[src/rtl/adc16dv160_input_read_pkg.sv]
`default_nettype none
// +----------------------------------------------------------------------+
// | adc16dv160_input_common : shared register map and read-FSM types     |
// | Revision: 1.1                                                        |
// +----------------------------------------------------------------------+
package adc16dv160_input_common;

   localparam logic [7:0] AXI_ADDR_CR    = 8'h00;
   localparam logic [7:0] AXI_ADDR_DSIZE = 8'h04;
   localparam logic [7:0] AXI_ADDR_SR    = 8'h08;
   localparam logic [7:0] AXI_ADDR_CNT   = 8'h0C;
   localparam logic [7:0] AXI_ADDR_ID    = 8'h10;

   localparam int SR_BUSY_BIT = 0;
   localparam int SR_DONE_BIT = 1;
   localparam int SR_OVF_BIT  = 2;

   localparam logic [1:0] AXI_RESP_OKAY = 2'b00;

   typedef enum logic [1:0] {
      RD_IDLE = 2'd0,
      RD_ADDR = 2'd1,
      RD_DATA = 2'd2
   } rd_state_t;

   function automatic logic [31:0] sr_word(input logic busy, input logic done, input logic ovf);
      logic [31:0] w;
      w              = '0;
      w[SR_BUSY_BIT] = busy;
      w[SR_DONE_BIT] = done;
      w[SR_OVF_BIT]  = ovf;
      return w;
   endfunction

endpackage
`default_nettype wire

[src/rtl/adc16dv160_input_read_if.sv]
`default_nettype none
// +----------------------------------------------------------------------+
// | adc16dv160_input_read_if : AXI4-Lite AR/R channel bundle             |
// | Revision: 1.0                                                        |
// +----------------------------------------------------------------------+
interface adc16dv160_input_read_if;
   logic [31:0] ARADDR;
   logic        ARVALID;
   logic        ARREADY;
   logic [31:0] RDATA;
   logic [1:0]  RRESP;
   logic        RVALID;
   logic        RREADY;

   modport master (
      output ARADDR, ARVALID, RREADY,
      input  ARREADY, RDATA, RRESP, RVALID
   );

   modport slave (
      input  ARADDR, ARVALID, RREADY,
      output ARREADY, RDATA, RRESP, RVALID
   );
endinterface
`default_nettype wire

[src/rtl/adc16dv160_input_sticky.sv]
`default_nettype none
// +----------------------------------------------------------------------+
// | adc16dv160_input_sticky : event flag, set has priority over clear    |
// | Revision: 1.0                                                        |
// +----------------------------------------------------------------------+
module adc16dv160_input_sticky
   import adc16dv160_input_common::*;
(
   input  wire logic ACLK,
   input  wire logic ARESETN,
   input  wire logic i_set,
   input  wire logic i_clr,
   output logic      o_flag
);

   logic r_flag;

   always_ff @(posedge ACLK or negedge ARESETN) begin
      if (!ARESETN) begin
         r_flag <= 1'b0;
      end else if (i_set) begin
         r_flag <= 1'b1;
      end else if (i_clr) begin
         r_flag <= 1'b0;
      end
   end

   assign o_flag = r_flag;

endmodule
`default_nettype wire

[src/rtl/adc16dv160_input_read.sv]
`default_nettype none
// +----------------------------------------------------------------------+
// | adc16dv160_input_read : AXI4-Lite read responder for the input core  |
// | Option macro ADC16DV160_INPUT_ID_EN maps ID_VALUE at 0x10. Rev 1.1   |
// +----------------------------------------------------------------------+
module adc16dv160_input_read
   import adc16dv160_input_common::*;
#(
   parameter logic [31:0] ID_VALUE = 32'h1616_0100
)(
   input  wire logic        ACLK,
   input  wire logic        ARESETN,
   adc16dv160_input_read_if.slave axi,
   input  wire logic [31:0] dsize,
   input  wire logic        cr_test,
   input  wire logic        cr_rt,
   input  wire logic        busy,
   input  wire logic        done_pulse,
   input  wire logic        ovf_pulse,
   input  wire logic [31:0] sample_cnt
);

   rd_state_t   r_state;
   logic        r_arready;
   logic        r_rvalid;
   logic [31:0] r_rdata;
   logic [7:0]  r_addr;

   logic [31:0] w_rd_word;
   logic        w_sr_clr;
   logic        w_done_sticky;
   logic        w_ovf_sticky;
   logic        w_unused_addr;

   assign w_unused_addr = ^axi.ARADDR[31:8];

`ifndef ADC16DV160_INPUT_ID_EN
   logic w_unused_id;
   assign w_unused_id = ^ID_VALUE;
`endif

   // Stickies clear only when an SR read is actually consumed by the master.
   assign w_sr_clr = (r_state == RD_DATA) && axi.RREADY && (r_addr == AXI_ADDR_SR);

   adc16dv160_input_sticky u_done_sticky (
      .ACLK    (ACLK),
      .ARESETN (ARESETN),
      .i_set   (done_pulse),
      .i_clr   (w_sr_clr),
      .o_flag  (w_done_sticky)
   );

   adc16dv160_input_sticky u_ovf_sticky (
      .ACLK    (ACLK),
      .ARESETN (ARESETN),
      .i_set   (ovf_pulse),
      .i_clr   (w_sr_clr),
      .o_flag  (w_ovf_sticky)
   );

   always_comb begin
      w_rd_word = '0;
      case (axi.ARADDR[7:0])
         AXI_ADDR_CR:    w_rd_word = {29'b0, cr_rt, cr_test, 1'b0};
         AXI_ADDR_DSIZE: w_rd_word = dsize;
         AXI_ADDR_SR:    w_rd_word = sr_word(busy, w_done_sticky, w_ovf_sticky);
         AXI_ADDR_CNT:   w_rd_word = sample_cnt;
`ifdef ADC16DV160_INPUT_ID_EN
         AXI_ADDR_ID:    w_rd_word = ID_VALUE;
`endif
         default:        w_rd_word = '0;
      endcase
   end

   always_ff @(posedge ACLK or negedge ARESETN) begin
      if (!ARESETN) begin
         r_state   <= RD_IDLE;
         r_arready <= 1'b0;
         r_rvalid  <= 1'b0;
         r_rdata   <= '0;
         r_addr    <= '0;
      end else begin
         case (r_state)
            RD_IDLE: begin
               if (axi.ARVALID) begin
                  r_state   <= RD_ADDR;
                  r_arready <= 1'b1;
               end
            end
            RD_ADDR: begin
               r_arready <= 1'b0;
               r_addr    <= axi.ARADDR[7:0];
               r_rdata   <= w_rd_word;
               r_rvalid  <= 1'b1;
               r_state   <= RD_DATA;
            end
            RD_DATA: begin
               if (axi.RREADY) begin
                  r_rvalid <= 1'b0;
                  r_state  <= RD_IDLE;
               end
            end
            default: begin
               r_state   <= RD_IDLE;
               r_arready <= 1'b0;
               r_rvalid  <= 1'b0;
            end
         endcase
      end
   end

   assign axi.ARREADY = r_arready;
   assign axi.RVALID  = r_rvalid;
   assign axi.RDATA   = r_rdata;
   assign axi.RRESP   = AXI_RESP_OKAY;

endmodule
`default_nettype wire

[src/flat_wrapper.sv]
// flat-port wrapper written by rule: the top's interface ports become plain ports
module adc16dv160_input_read_flat import adc16dv160_input_common::*;
#(
   parameter logic [31:0] ID_VALUE = 32'h1616_0100
)
  (ACLK, ARESETN, dsize, cr_test, cr_rt, busy, done_pulse, ovf_pulse, sample_cnt, axi_ARADDR, axi_ARVALID, axi_RREADY, axi_ARREADY, axi_RDATA, axi_RRESP, axi_RVALID);
  adc16dv160_input_read_if axi_i ();
  input  wire logic ACLK;
  input  wire logic ARESETN;
  input  wire logic [31:0] dsize;
  input  wire logic cr_test;
  input  wire logic cr_rt;
  input  wire logic busy;
  input  wire logic done_pulse;
  input  wire logic ovf_pulse;
  input  wire logic [31:0] sample_cnt;
  input wire logic [$bits(axi_i.ARADDR)-1:0] axi_ARADDR;
  input wire logic [$bits(axi_i.ARVALID)-1:0] axi_ARVALID;
  input wire logic [$bits(axi_i.RREADY)-1:0] axi_RREADY;
  output wire logic [$bits(axi_i.ARREADY)-1:0] axi_ARREADY;
  output wire logic [$bits(axi_i.RDATA)-1:0] axi_RDATA;
  output wire logic [$bits(axi_i.RRESP)-1:0] axi_RRESP;
  output wire logic [$bits(axi_i.RVALID)-1:0] axi_RVALID;
  assign axi_i.ARADDR = axi_ARADDR;
  assign axi_i.ARVALID = axi_ARVALID;
  assign axi_i.RREADY = axi_RREADY;
  assign axi_ARREADY = axi_i.ARREADY;
  assign axi_RDATA = axi_i.RDATA;
  assign axi_RRESP = axi_i.RRESP;
  assign axi_RVALID = axi_i.RVALID;
  adc16dv160_input_read #(.ID_VALUE(ID_VALUE)) u_core (.ACLK(ACLK), .ARESETN(ARESETN), .axi(axi_i), .dsize(dsize), .cr_test(cr_test), .cr_rt(cr_rt), .busy(busy), .done_pulse(done_pulse), .ovf_pulse(ovf_pulse), .sample_cnt(sample_cnt));
endmodule
[config.mk]
export PLATFORM = sky130hd
export DESIGN_NAME = adc16dv160_input_read_flat
export DESIGN_NICKNAME = d
export VERILOG_FILES = /design/src/rtl/adc16dv160_input_read_pkg.sv /design/src/rtl/adc16dv160_input_read_if.sv /design/src/rtl/adc16dv160_input_sticky.sv /design/src/rtl/adc16dv160_input_read.sv /design/src/flat_wrapper.sv
export SDC_FILE = /design/constraint.sdc
export NUM_CORES = 1
export LEC_CHECK = 0
export BUFFER_PORTS_ARGS = -buffer_cell sky130_fd_sc_hd__buf_2
export CAP_MARGIN = 20
export CORE_ASPECT_RATIO = 0.7
export CORE_MARGIN = 2
export CORE_UTILIZATION = 38
export DETAILED_ROUTE_END_ITERATION = 10
export GPL_TIMING_DRIVEN = 0
export HOLD_SLACK_MARGIN = 0.15
export MAX_ROUTING_LAYER = met4
export PLACE_DENSITY_LB_ADDON = 0.12
export SYNTH_ARGS = -nofsm -noshare
export SYNTH_HDL_FRONTEND = slang
export SYNTH_SLANG_ARGS = --single-unit
[constraint.sdc]
create_clock -name ACLK -period 1.4 [get_ports ACLK]
set_clock_uncertainty 0.1 [all_clocks]
set_input_delay 0.28 -clock ACLK [delete_from_list [all_inputs] [get_ports ACLK]]
set_output_delay 0.28 -clock ACLK [all_outputs]
set_load 0.05 [all_outputs]
==> metrics.log, run 1 <==
[metrics] result of the run: finished with violations
[metrics] violations in the final reports: setup timing
[metrics] drt wl/cell: roughly 14 microns
[metrics] Starting Density: around two fifths
[metrics] Post-synth EDFFs: 0
[metrics] destination of the worst register-to-register timing path: u_core.r_addr[3]
[metrics] Post-Synthesis Cell Area: approximately 2200 sq um
[metrics] DP Wirelength: roughly 4100 microns
[metrics] Critical path buffers and inverters: 2
[metrics] Storage cell area: between 1000 and 1500 sq um
[metrics] CTS buffer count: 5
[metrics] multi-input combinational cell area: ~1100 sq um
[metrics] number of distinct standard cells referenced by the synthesized netlist: 27
[metrics] proportion of synthesized chip area in sequential cells: 51.3%
[metrics] mean area per synthesized cell: between 10 and 15 sq um
[metrics] clock period minus final worst setup slack: approximately 1.4 ns
[metrics] top post-synthesis cells by count: sky130_fd_sc_hd__dfrtp_1, sky130_fd_sc_hd__mux2i_1, sky130_fd_sc_hd__nand2_1
[metrics] number of levels the H-tree was split into: 2
[metrics] LEAKAGE: ~1.7 nW
[metrics] Hold Path Sink: u_core.r_addr[0]
[metrics] area share of the largest cell type after synthesis: between 50% and 60%
[metrics] Crit Path Class: register to register
[metrics] count of input and output buffers: about 110
[metrics] Power Dens Cells: about 1200 nW/um^2
[metrics] DRC violation count after routing: 0
[metrics] maximum number of pins on one net before global-route repair: 47
[metrics] Post-Syn Instances: between 150 and 200
[metrics] dominant cells by area after synthesis: sky130_fd_sc_hd__dfrtp_1, sky130_fd_sc_hd__mux2i_1, sky130_fd_sc_hd__o31ai_1
[metrics] Util after Layout: around 56%
[metrics] delay of the slowest critical-path stage: 0.45 ns
[metrics] area inside the core boundary: around 5700 sq um
[metrics] Switching Fraction: 34.5%
[metrics] Clock Path Buffers: 2
[metrics] dpl cells: 374
[metrics] area of placed instances: ~2900 sq um
[metrics] via count of the first global-routing pass: about 1900
[metrics] clock network fraction of design power: between 20 and 25%
[metrics] Yosys Warn Count: 0
[metrics] worst path arrival time: 1.48 ns
[metrics] TritonCTS clock tree: done
[metrics] number of maximum-capacitance constraint violations: 0
[metrics] share of async-settable or async-resettable flops after synthesis: 100%
[metrics] total die area: approximately 6500 sq um
[metrics] via count: ~1900
[metrics] buffer cell driving the clock tree root: sky130_fd_sc_hd__clkbuf_8
[metrics] Critical Path, Cell by Cell: nand2b_1 -> buf_6 -> clkbuf_16 -> mux2_2
[metrics] antenna violation net count after detailed routing: 0
[metrics] crit path capture type: register
[metrics] max-slew violations: 0
[metrics] total negative slack: -0.00128 ns
[metrics] number of DRC markers in iteration 0: 50
[metrics] CTS sink cnt: 46
[metrics] GRT overflow: 0
[metrics] crit-path leading delay family: flip-flops
[metrics] routed vias/inst: ~4.8
[metrics] final-stage net count: around 420
[metrics] antenna violations before repair: 0
[metrics] setup repair after global routing missed its margin: yes
[metrics] max-slew headroom at the worst pin: a little over three fifths
[metrics] # fillers: between 500 and 600
[metrics] crit path setup slack, layout: -0.00128 ns
[metrics] clock latency at the later pin of the worst-skew pair: 0.29 ns
[metrics] synthesis-stage register bit count: 46
[metrics] top-count cell post-synth: sky130_fd_sc_hd__dfrtp_1
[metrics] Worst Hold Depth: 2
[metrics] Logic pwr share: a little over a third
[metrics] number of detailed-routing iterations run before antenna repair: 4
[metrics] worst-case reg-to-reg path depth: 4
[metrics] die width: ~96 microns
[metrics] Fin. Hold Viols: 0
[metrics] floorplan die height: slightly below 70 microns
[metrics] fraction of the cycle the final worst path needs: 100%
[metrics] power share of the sequential group: between 40% and 50%
[metrics] Finished Layout Cells: ~390
[metrics] endpoints failing setup: 1
[metrics] CP startpoint kind: register
[metrics] register-to-register setup slack: -0.001 ns
[metrics] final weighted congestion in routability-driven placement: just under 0.8
[metrics] critical register-to-register path startpoint: u_core.r_state[0]
[metrics] Ant. Diodes: 0
[metrics] layout cells sized above 1: a little over half
[metrics] Worst path slowest cell: sky130_fd_sc_hd__dfrtp_1
[metrics] required time worst endpoint: ~1.5 ns
[metrics] clock-pin slew on the worst setup and hold paths: about 0.09 ns
[metrics] internal power: ~2.5 mW
[metrics] Placement Rows: 23
[metrics] P&R area growth vs syn: 42.9%
[metrics] Max Freq: between 700 and 800 MHz
[metrics] number of top-level pins: 141
[metrics] Slew @ Worst Pin: between 0.5 and 0.6 ns
[metrics] most common flop cell mapped by yosys: sky130_fd_sc_hd__dfrtp_1
[metrics] Tightest Hold Check Type: input pin to register
[metrics] Non-Filler Cell Area, Final: 3200 sq um
[metrics] biggest area consumer among synthesized cells: sky130_fd_sc_hd__dfrtp_1
[metrics] global router's overall resource usage: 18.4%
[metrics] VDD IR-drop max: 0.000413 V
[metrics] startpoint of the lowest-slack hold path: axi_ARADDR[0]
[metrics] critical-path maximum fanout: 9
[metrics] Detailed Route WL: approximately 5700 microns
[metrics] worst hold slack: 0.163 ns
[metrics] switching power of the nets: about 1.3 mW
[metrics] wire length of the first global-routing pass: about 9000 microns
## power groups by stage
stage               registers (mW)  clock network (mW)  logic, mW
CTS                           1.63               0.862       1.22
detailed placement            1.67                   0       1.11
floorplan                     1.80                   0      0.586
global route                  1.65               0.930       1.46
finish                        1.63               0.843       1.34
global placement              1.65                   0       1.09
## what timing repair did
action                                  in CTS  in global routing
endpoints found under the setup margin      43                 33
resized for setup                           10                 15
gates cloned                                 0                  1
hold buffers                                 4                  1
hold endpoints to repair                    50                 21
setup buffers                                2                  1
pin swaps                                    0                  1
## layout by cell type, fill, tap and decap left out, types with 3 or more instances in the layout
cell type | netlist | final
sky130_fd_sc_hd__dlygate4sd3_1 | 0 | 5
sky130_fd_sc_hd__buf_4 | 2 | 5
sky130_fd_sc_hd__a21o_1 | 3 | 3
sky130_fd_sc_hd__o31ai_1 | 19 | 12
sky130_fd_sc_hd__nand2_1 | 31 | 31
sky130_fd_sc_hd__mux2_2 | 8 | 6
sky130_fd_sc_hd__buf_6 | 2 | 3
sky130_fd_sc_hd__clkbuf_8 | 0 | 6
sky130_fd_sc_hd__clkbuf_2 | 0 | 4
sky130_fd_sc_hd__dfrtp_1 | 46 | 46
sky130_fd_sc_hd__mux2i_1 | 31 | 31
sky130_fd_sc_hd__a22o_1 | 3 | 3
sky130_fd_sc_hd__o31ai_2 | 10 | 17
sky130_fd_sc_hd__buf_2 | 7 | 120
## per-layer routing
layer	track usage, %	part of all wire [%]	vias up
li1	-	-	930
met1	24.2	48	888
met2	29.8	44	72
met3	3.96	7.3	2
met4	3.75	0.53	0
met5	-	0	-
## worst max-delay path by stage
| stage | from | end | slack, ns | cells past startpoint |
|---|---|---|---|---|
| floorplan | u_core.r_state[0] | u_core.r_addr[0] | 0.008 | 4 |
| global placement | axi_ARADDR[1] | u_core.axi.RDATA[25] | -0.19 | 5 |
| detailed placement | axi_ARADDR[1] | u_core.axi.RDATA[7] | -0.22 | 6 |
| CTS | u_core.r_state[0] | u_core.r_addr[5] | 0.0003 | 4 |
| global route | u_core.r_state[0] | u_core.r_addr[3] | -0.02 | 4 |
| finish | u_core.r_state[0] | u_core.r_addr[3] | -0.001 | 4 |
## cell type report
cell class	count	area share, %
plain buffers	17	3.71
clock buffers	7	2.70
clock inverters	1	0.156
inverters	1	0.117
multi-input cells	122	32.9
flip-flops and latches	46	35.9
well taps	75	2.93
repair buffers	123	21.6
## metrics by stage
step / total power [mW] / worst slack, ns
floorplan: 2.39 / 0.00835
global placement: 2.74 / -0.188
detailed placement: 2.77 / -0.215
CTS: 3.71 / 0.000260
global route: 4.04 / -0.0209
finish: 3.82 / -0.00128
## kinds of logic after synthesis
kind of cell	Yosys count	synth area share [%]
simple gates	41	9.32
buf+inv	18	4.41
compound gates	38	14.9
flops	46	51.3
mux	41	19.9
other cells	1	0.167
## worst register-to-register path: stages, from the launching register on
cell,delay (ns)
sky130_fd_sc_hd__dfrtp_1,0.45
sky130_fd_sc_hd__nand2b_1,0.12
sky130_fd_sc_hd__buf_6,0.15
sky130_fd_sc_hd__clkbuf_16,0.16
sky130_fd_sc_hd__mux2_2,0.32
## flip-flops by register name, summed over array words and instances, names as in the netlist
signal,count
u_core.u_done_sticky.o_flag,1
u_core.axi.RVALID,1
u_core.axi.ARREADY,1
u_core.r_state,2
u_core.axi.RDATA,32
u_core.u_ovf_sticky.o_flag,1
u_core.r_addr,8
No activity file was read; power rests on OpenSTA's default activity.
==> run 2, diff against run 1 <==
--- a/config.mk
+++ b/config.mk
@@ -17,4 +17,5 @@
 export PLACE_DENSITY_LB_ADDON = 0.12
 export SYNTH_ARGS = -nofsm -noshare
 export SYNTH_HDL_FRONTEND = slang
+export SYNTH_HIERARCHICAL = 1
 export SYNTH_SLANG_ARGS = --single-unit
==> run 2 against run 1 <==
Effect of this change:
- the run still ends with setup timing left
- die area fell by 3.2%
- combinational power rose by 99%
- fmax shrank 32%
- worst hold slack improved by 0.0032 ns
- non-clock buffer count increased by 19
- critical endpoint is now u_core/u_ovf_sticky/o_flag
- synthesized cell count up 1.1%
- cell count grew 4.3%
==> metrics.log, run 2 <==
[metrics] area share of the largest cell type after synthesis: 53.1% (+1.8 points)
[metrics] crit path capture type: register
[metrics] synthesis-stage register bit count: 46 (unchanged)
[metrics] via count of the first global-routing pass: 2018 (+4.9%)
[metrics] mean area per synthesized cell: 11.6 sq um (-4.4%)
[metrics] dominant cells by area after synthesis: sky130_fd_sc_hd__dfrtp_1, sky130_fd_sc_hd__mux2i_1, sky130_fd_sc_hd__o31ai_1
[metrics] Ant. Diodes: 0 (unchanged)
[metrics] crit path setup slack, layout: -0.652 ns (-0.651 ns)
[metrics] Placement Rows: 22 (-4.3%)
[metrics] endpoints failing setup: 43 (+42)
[metrics] worst path arrival time: 2.15 ns (+0.67 ns)
[metrics] worst-case reg-to-reg path depth: 5 (+1)
[metrics] Post-synth EDFFs: 0 (unchanged)
[metrics] result of the run: finished with violations
[metrics] number of top-level pins: 141 (unchanged)
[metrics] top post-synthesis cells by count: sky130_fd_sc_hd__dfrtp_1, sky130_fd_sc_hd__mux2i_1, sky130_fd_sc_hd__nand2_1
[metrics] TritonCTS clock tree: done
[metrics] max-slew headroom at the worst pin: 66.7% (+4.1 points)
[metrics] wire length of the first global-routing pass: 10100 microns (+13%)
[metrics] max-slew violations: 0 (unchanged)
[metrics] Switching Fraction: 34.9% (+0.43 points)
[metrics] LEAKAGE: 2.06 nW (+23%)
[metrics] Util after Layout: 76.5% (+20 points)
[metrics] CTS buffer count: 5 (unchanged)
[metrics] clock-pin slew on the worst setup and hold paths: 0.09 ns (about the same)
[metrics] Post-Syn Instances: 187 (+1.1%)
[metrics] clock latency at the later pin of the worst-skew pair: 0.29 ns (about the same)
[metrics] share of async-settable or async-resettable flops after synthesis: 100% (unchanged)
[metrics] Slew @ Worst Pin: 0.500 ns (-0.0613 ns)
[metrics] Post-Synthesis Cell Area: 2170 sq um (-3.4%)
[metrics] number of maximum-capacitance constraint violations: 0 (unchanged)
[metrics] area inside the core boundary: 5370 sq um (-5.8%)
[metrics] number of distinct standard cells referenced by the synthesized netlist: 24 (-11%)
[metrics] Logic pwr share: 51.8% (+17 points)
[metrics] Starting Density: 40.3% (+1.0 points)
[metrics] CP startpoint kind: register
[metrics] number of levels the H-tree was split into: 2 (unchanged)
[metrics] fraction of the cycle the final worst path needs: 147% (+46 points)
[metrics] Tightest Hold Check Type: input pin to register
[metrics] final weighted congestion in routability-driven placement: 0.791 (about the same)
[metrics] buffer cell driving the clock tree root: sky130_fd_sc_hd__clkbuf_8
[metrics] clock network fraction of design power: 16.1% (-6.0 points)
[metrics] register-to-register setup slack: -0.65 ns (-0.65 ns)
[metrics] via count: 2035 (+7.6%)
[metrics] layout cells sized above 1: 69.7% (+15 points)
[metrics] violations in the final reports: setup timing
[metrics] GRT overflow: 0 (unchanged)
[metrics] total die area: 6330 sq um (-3.2%)
[metrics] total negative slack: -6.35 ns (-6.35 ns)
[metrics] count of input and output buffers: 112 (-0.88%)
[metrics] setup repair after global routing missed its margin: yes
[metrics] top-count cell post-synth: sky130_fd_sc_hd__dfrtp_1
[metrics] routed vias/inst: 4.98 (+3.1%)
[metrics] VDD IR-drop max: 0.000733 V (+77%)
[metrics] destination of the worst register-to-register timing path: u_core/u_ovf_sticky/o_flag
[metrics] Detailed Route WL: 6690 microns (+18%)
[metrics] final-stage net count: 441 (+4.8%)
[metrics] Non-Filler Cell Area, Final: 4100 sq um (+28%)
[metrics] antenna violations before repair: 0 (unchanged)
[metrics] most common flop cell mapped by yosys: sky130_fd_sc_hd__dfrtp_1
[metrics] Clock Path Buffers: 2 (unchanged)
[metrics] number of detailed-routing iterations run before antenna repair: 4 (unchanged)
[metrics] Crit Path Class: register to register
[metrics] Worst Hold Depth: 2 (unchanged)
[metrics] number of DRC markers in iteration 0: 50 (unchanged)
[metrics] required time worst endpoint: 1.49 ns (about the same)
[metrics] Tot Pwr: 5.15 mW (+35%)
[metrics] maximum number of pins on one net before global-route repair: 47 (unchanged)
[metrics] critical register-to-register path startpoint: u_core/r_addr[5]
[metrics] critical-path maximum fanout: 2 (-7)
[metrics] antenna violation net count after detailed routing: 0 (unchanged)
[metrics] clock period minus final worst setup slack: 2.05 ns (+0.651 ns)
[metrics] area of placed instances: 2840 sq um (-2.3%)
[metrics] internal power: 3.35 mW (+34%)
[metrics] power share of the sequential group: 32.1% (-11 points)
[metrics] floorplan die height: 67.2 microns (-1.6%)
[metrics] Yosys Warn Count: 6 (+6)
[metrics] worst hold slack: 0.166 ns (+0.00322 ns)
[metrics] die width: 94.2 microns (-1.6%)
[metrics] switching power of the nets: 1.80 mW (+37%)
[metrics] DP Wirelength: 4050 microns (-2.2%)
[metrics] biggest area consumer among synthesized cells: sky130_fd_sc_hd__dfrtp_1
[metrics] drt wl/cell: 16.3 microns (+13%)
[metrics] startpoint of the lowest-slack hold path: axi_ARADDR[1]
[metrics] commonest non-fill, non-tap cells in the layout: sky130_fd_sc_hd__buf_2, sky130_fd_sc_hd__dfrtp_1, sky130_fd_sc_hd__mux2i_1
[metrics] Max Freq: 487 MHz (-32%)
[metrics] Hold Path Sink: u_core/r_addr[1]
[metrics] DRC violation count after routing: 0 (unchanged)
[metrics] commonest non-fill, non-tap cell in the layout: sky130_fd_sc_hd__buf_2
[metrics] global router's overall resource usage: 21.5% (+3.1 points)
[metrics] flip-flop count of the largest register after layout: 32 (unchanged)
[metrics] CTS sink cnt: 46 (unchanged)
[metrics] Power Dens Cells: 1260 nW/um^2 (+5.4%)
[metrics] P&R area growth vs syn: 89.5%
[metrics] proportion of synthesized chip area in sequential cells: 53.1% (+1.8 points)
[metrics] Fin. Hold Viols: 0 (unchanged)
run 2: cell count changes after synthesis, sizes merged, moves of 2 or more:
cell / change
clkbuf: +4
buf: -3
inv: +2
nor4b: -2
or4b: +2
run 2: per-layer routing:
metal | track usage (%) | vias to the layer above | routed length, microns
met3 | 4.35 | 2 | 392
met1 | 29.6 | 989 | 3110
li1 | - | 974 | -
met5 | - | - | 0
met4 | 4.89 | 0 | 30
met2 | 33.4 | 70 | 3150
run 2: power groups by stage:
stage | registers, mW | logic [mW] | clock network [mW]
after floorplan | 1.80 | 0.552 | 0
after global placement | 1.66 | 1.03 | 0
after detailed placement | 1.66 | 1.05 | 0
after global routing | 1.68 | 2.81 | 0.913
after CTS | 1.65 | 2.15 | 0.849
final | 1.65 | 2.67 | 0.829
run 2: critical path, cell delays in order (launching register included):
cell and delay [ns]:
sky130_fd_sc_hd__dfrtp_1 0.38, sky130_fd_sc_hd__or4b_1 0.53, sky130_fd_sc_hd__or4b_4 0.55, sky130_fd_sc_hd__nor4_4 0.17, sky130_fd_sc_hd__inv_1 0.07, sky130_fd_sc_hd__a21o_1 0.15
run 2: worst max path at each step:
stage	start	end	cells after the start
detailed placement	u_core/r_addr[5]	u_core/u_ovf_sticky/o_flag	5
floorplan	u_core/r_addr[5]	u_core/u_done_sticky/o_flag	5
global placement	u_core/r_addr[5]	u_core/u_ovf_sticky/o_flag	5
CTS	u_core/r_addr[5]	u_core/u_ovf_sticky/o_flag	5
global route	u_core/r_addr[5]	u_core/u_ovf_sticky/o_flag	5
finish	u_core/r_addr[5]	u_core/u_ovf_sticky/o_flag	5
run 2: cell type report:
type | instances | area, sq um
clock inverter | 1 | 5.00
multi-input combinational | 121 | 1530
fill | 356 | 1260
buffer | 17 | 219
sequential | 46 | 1150
timing repair buffer | 142 | 1010
tap | 72 | 90.1
clock buffer | 7 | 86.3
inverter | 3 | 11.3
run 2: kinds of logic (layout without fill, tap and decap cells):
family                 Yosys count  after routing  share of synthesized area [%]
AOI/OAI and AO/OA               38             38                           13.1
buffers and inverters           21            170                           4.27
DFF                             46             46                           53.1
muxes                           41             41                           20.6
other                            1              2                          0.173
and+or+nand+nor                 40             40                           8.72
run 2: stage by stage:
| step | instances | worst slack, ns |
|---|---|---|
| final | 409 | -0.652 |
| after floorplan | 188 | -0.543 |
| after global placement | 372 | -0.657 |
| after CTS | 400 | -0.644 |
| after detailed placement | 372 | -0.672 |
| after global routing | 409 | -0.700 |
run 2: timing repair:
action	4_1_cts	5_1_grt
gates resized for setup	115	65
cloned	5	2
pin swaps	32	25
endpoints found under the setup margin	41	43
setup buffers	9	7
hold endpoints to repair	52	18
hold buffers	6	1
